===== src/rtl/mem_access_seq.sv =====
// -----------------------------------------------------------------------------
// mem_access_seq
//
// Purpose:
//   Instruction-cycle timing sequencer for a simple accumulator-style CPU.
//   It steps through timing states T0..T5 and latches the opcode decode (D)
//   and the indirect bit (I) at T2. It drives the memory READ/WRITE strobes
//   and ends each instruction on its opcode-dependent final step. It can halt
//   at an instruction boundary, and it can optionally stall on memory.
//
// Build option:
//   MEM_ACCESS_SEQ_WAIT_EN - when defined, an access with mem_ready=0 stalls
//                            the sequencer in WAIT. When undefined,
//                            mem_ready is ignored and every step takes one
//                            cycle.
//
// Ports:
//   clk        in   1  clock, all state on the rising edge
//   rst        in   1  asynchronous active-high reset
//   start      in   1  begin instruction cycles from IDLE or HALTED
//   halt_req   in   1  stop at the next instruction boundary
//   ir_op      in   3  opcode field IR[14:12]
//   ir_i       in   1  indirect bit IR[15]
//   mem_ready  in   1  memory completes the current access this cycle
//   T          out  6  one-hot timing step, zero when not running
//   D          out  8  one-hot latched opcode decode
//   READ       out  1  memory read strobe
//   WRITE      out  1  memory write strobe
//   busy       out  1  high in RUN or WAIT
//   instr_done out  1  pulse on the final step of each instruction
// -----------------------------------------------------------------------------
module mem_access_seq (
    input  logic       clk,
    input  logic       rst,
    input  logic       start,
    input  logic       halt_req,
    input  logic [2:0] ir_op,
    input  logic       ir_i,
    input  logic       mem_ready,
    output logic [5:0] T,
    output logic [7:0] D,
    output logic       READ,
    output logic       WRITE,
    output logic       busy,
    output logic       instr_done
);

    typedef enum logic [1:0] {
        IDLE   = 2'd0,
        RUN    = 2'd1,
        WAIT   = 2'd2,
        HALTED = 2'd3
    } state_t;

    state_t     state;
    logic [5:0] t_reg;      // one-hot step, all-zero outside RUN/WAIT
    logic [7:0] d_reg;
    logic       i_reg;
    logic       halt_pend;  // halt_req seen since the last boundary

    logic       running;
    logic       last_step;
    logic       stall;

    assign running = (state == RUN) || (state == WAIT);

    // Final step depends on the decoded opcode; D is already valid from T3.
    assign last_step = running &&
                       ((t_reg[3] && d_reg[7]) ||
                        (t_reg[4] && (d_reg[3] || d_reg[4])) ||
                        (t_reg[5] && (d_reg[0] || d_reg[1] || d_reg[2] ||
                                      d_reg[5] || d_reg[6])));

    always_comb begin
        READ  = 1'b0;
        WRITE = 1'b0;
        if (running) begin
            READ  = t_reg[1] ||
                    (!d_reg[7] && i_reg && t_reg[3]) ||
                    ((d_reg[0] || d_reg[1] || d_reg[2] || d_reg[6]) && t_reg[4]);
            WRITE = ((d_reg[3] || d_reg[5]) && t_reg[4]) ||
                    (d_reg[6] && t_reg[5]);
        end
    end

`ifdef MEM_ACCESS_SEQ_WAIT_EN
    // T0 and T2 never strobe memory, so they can never stall.
    assign stall = (READ || WRITE) && !mem_ready;
`else
    logic unused_mem_ready;
    assign unused_mem_ready = mem_ready;
    assign stall = 1'b0;
`endif

    assign T          = t_reg;
    assign D          = d_reg;
    assign busy       = running;
    assign instr_done = last_step && !stall;

    always_ff @(posedge clk or posedge rst) begin
        if (rst) begin
            state     <= IDLE;
            t_reg     <= 6'b000000;
            d_reg     <= 8'h00;
            i_reg     <= 1'b0;
            halt_pend <= 1'b0;
        end else begin
            case (state)
                IDLE, HALTED: begin
                    if (start) begin
                        state     <= RUN;
                        t_reg     <= 6'b000001;
                        // A simultaneous halt request takes effect at the
                        // first boundary.
                        halt_pend <= halt_req;
                    end else begin
                        halt_pend <= 1'b0;
                    end
                end
                RUN, WAIT: begin
                    if (stall) begin
                        state     <= WAIT;
                        halt_pend <= halt_pend || halt_req;
                    end else begin
                        if (t_reg[2]) begin
                            d_reg <= 8'd1 << ir_op;
                            i_reg <= ir_i;
                        end
                        if (last_step) begin
                            halt_pend <= 1'b0;
                            if (halt_pend || halt_req) begin
                                state <= HALTED;
                                t_reg <= 6'b000000;
                            end else begin
                                state <= RUN;
                                t_reg <= 6'b000001;
                            end
                        end else begin
                            state     <= RUN;
                            t_reg     <= {t_reg[4:0], 1'b0};
                            halt_pend <= halt_pend || halt_req;
                        end
                    end
                end
                default: begin
                    state <= IDLE;
                    t_reg <= 6'b000000;
                end
            endcase
        end
    end

endmodule


===== config.mk =====
export PLATFORM = sky130hd
export DESIGN_NAME = mem_access_seq
export DESIGN_NICKNAME = d
export VERILOG_FILES = /design/src/rtl/mem_access_seq.sv
export SDC_FILE = /design/constraint.sdc
export NUM_CORES = 1
export LEC_CHECK = 0
export ABC_AREA = 1
export BUFFER_PORTS_ARGS = -buffer_cell sky130_fd_sc_hd__buf_2
export CAP_MARGIN = 10
export CORE_UTILIZATION = 30
export CTS_CLUSTER_SIZE = 24
export DETAILED_ROUTE_END_ITERATION = 8
export SETUP_SLACK_MARGIN = 0.3
export SYNTH_ARGS = -nofsm -noshare
export SYNTH_HDL_FRONTEND = slang
export SYNTH_SLANG_ARGS = --single-unit

===== constraint.sdc =====
create_clock -name clk -period 1.1 [get_ports clk]
set_clock_uncertainty 0.05 [all_clocks]
set_input_delay 0.055 -clock clk [delete_from_list [all_inputs] [get_ports clk]]
set_output_delay 0.055 -clock clk [all_outputs]
set_load 0.02 [all_outputs]

==> results.md <==
* Syn nets at 117
* Post-Syn Instances at 108
* NumNets Final at 185
* Congestion Overflow GR at 0
* Ranking of synthesized cells by area: dfrtp_1 49%, nand2_1 12%, inv_1 5.8%
* Avg Cell Area, Syn at 8.43 sq um
* CP dominant cell by count: buf_6
* Req. time, crit path at 1000 ps
* Antenna diodes at 0
* Clock transition at the registers of the reported paths at 100 ps
* DR pass1 iterations at 5
* Post-DP HPWL at 1.68 mm
* GP Congestion at 0.743
* Worst-Margin Slew at 239 ps
* Core area at 2810 sq um
* Total power at 4.37 mW
* Simple-gate share of the synthesized area at 0.302
* Flops & latches, synth at 18
* Pleak at 0.835 nW
* CTS Buf Count at 3
* DRC at 2
* Status: complete, but fails checks
* Post-synthesis adder-cell area fraction at 0
* Violated checks: DRC, hold timing, setup timing
* Top-area cell type share of the netlist area at 0.495
* Proportion of layout cells with a drive suffix above 1 at 0.626
* Slowest-stage cell, CP: dfrtp_1
* WS Path Type: reg -> out
* Min Hold Slack at -6.35 ps
* DR vias at 960
* Critical path fanouts, max at 2
* Clock Latency Late Sink at 290 ps
* Vias in the first global route at 970
* DRT Wirelength at 2.46 mm
* Met1 wire length at 1.05 mm
* Top Metal Used: met4
* Clock sinks at 18
* First-pass GRT wire length at 4.17 mm
* Largest net degree at the start of global routing at 19
* Critical path endpoint category: primary output
* Initial antenna violation count at 0
* Mux cell area share after synthesis at 0
* Die Ht at 57.1 microns
* Final setup vio count at 26
* Final Cycle Share at 1.28
* PnR worst setup slack at -312 ps
* Met3 wire length at 97 microns
* Combinational family with the most area after synthesis: simple AND/OR/NAND/NOR gates
* Initial Util at 0.325
* Mapped Area at 911 sq um
* Total Die Area at 3260 sq um
* Violation count after the first detailed-route iteration at 18
* Wire length on met2 at 1.28 mm
* Final TNS setup at -4780 ps
* Max-cap violation count at 0
* Fin. Hold Viols at 1
* Crit path DAT at 1310 ps
* Final ANT Viol Nets at 0
* Synth Area in Compound Gates at 0.122
* Via-to-Cell Ratio at 4.68
* Max FFs per register at 8
* # IOs at 27
* CP cell instances: nor2_4, buf_6, a21oi_2, nor2_1, nor2_2, buf_6
* Rows at 19
* Synth area leader: dfrtp_1
* Maximum level of the CTS H-tree at 1
* Gr usage total at 0.165
* Warnings, synthesis at 0
* Pre-CTS setup slack at -128 ps
* Setup crit start kind: flop
* I/O Buffers at 25
* RSZ-0062 raised after global routing: yes
* Slew Viols, Final at 0
* Post-synthesis sequential area ratio at 0.495
* Layout fillers at 245
* P&R area growth vs syn at 86.1%
* Root Driver: clkbuf_4
* Synth Area in XOR/XNOR at 0
* Longest Clk Path Bufs at 2
* VDD IR-drop max at 1160 uV
* Die width at 57.1 microns
* PwrDens at 2580 nW/um^2
* Period minus WS final at 1410 ps
* Hold crit path type: in -> reg
* Netlist cell types at 21
* CTS tree: built
* WL per Instance at 12.0 microns
* Slowest stage delay, CP at 420 ps
* Max-slew headroom at 0.841
* FMAX at 0.708 GHz
stage by stage:
step	instances	hold WS (ps)	cell area, sq um	util
global route	205	3.14	1700	0.604
floorplan	108	-56.8	948	-
global placement	182	31.0	1240	0.442
detailed placement	182	39.4	1240	0.442
CTS	196	-9.94	1550	0.554
finish	205	-6.35	1700	0.604
cells in the mapped netlist (all sizes together):
master	number
nand3b	1
buf	1
a31o	1
or2	1
nand4	4
nand2	31
inv	16
o21ai	13
dfrtp	18
a21oi	3
nor2	9
nand3	10
power by group:
part	switching [mW]	leakage, nW	internal, mW
registers	0.191	0.227	0.881
logic	1.36	0.595	1.61
clock network	0.207	0.0138	0.128
worst paths after layout:
path / from / end / slack (ps) / depth (start not counted)
max in group asynchronous: rst / D[6]$_DFFE_PP0P_ / 530 / 4
hold / removal: start / state[0]$_DFFE_PP0P_ / -6 / 3
setup / recovery: D[2]$_DFFE_PP0P_ / READ / -310 / 6
min in group asynchronous: rst / T[0]$_DFFE_PP0P_ / 260 / 4
hold reg to reg: i_reg$_DFFE_PP0P_ / i_reg$_DFFE_PP0P_ / 440 / 2
setup reg to reg: state[1]$_DFFE_PP0P_ / T[4]$_DFFE_PP0P_ / -230 / 8
critical path: cells and delay by family (launching register included):
family | cells | cell delay [ps]
AO/OA/AOI/OAI | 1 | 40
AND/OR/NAND/NOR | 3 | 330
flip-flops | 1 | 420
buffers and inverters | 2 | 220
kinds of logic after synthesis:
| logic type | after synthesis |
|---|---|
| and+or+nand+nor | 56 |
| DFF | 18 |
| buffers and inverters | 17 |
| AOI/OAI and AO/OA | 17 |
layer usage:
metal / GRT usage / vias to the layer above
met5: 0 / -
met1: 0.208 / 455
met4: 0.0592 / 0
li1: - / 482
met3: 0.0204 / 4
met2: 0.291 / 19
repair_timing:
item                       in CTS  in global routing
hold buffers                    3                  0
pin swaps                      20                  9
buffers inserted                8                  9
resized for setup              58                 23
setup endpoints to repair      36                 36
hold endpoints to repair       21                  0
layout by cell type (no fill, tap or decap), types with 6 or more instances in the layout:
cell type  count
dfrtp_2        6
nand2_2        8
inv_1         10
dfrtp_1       12
buf_2          7
buf_6         34
o21ai_2        7
nand3_1        7
buf_4         19
nand2_1       20
final cells by class:
cell class | instances | area (sq um) | area share
clock buffers | 3 | 22.5 | 0.0133
inverters | 16 | 72.6 | 0.0428
multi-input cells | 73 | 493 | 0.291
flip-flops and latches | 18 | 458 | 0.270
well taps | 31 | 38.8 | 0.0229
repair buffers | 64 | 611 | 0.360
No activity file was read; power rests on OpenSTA's default activity.
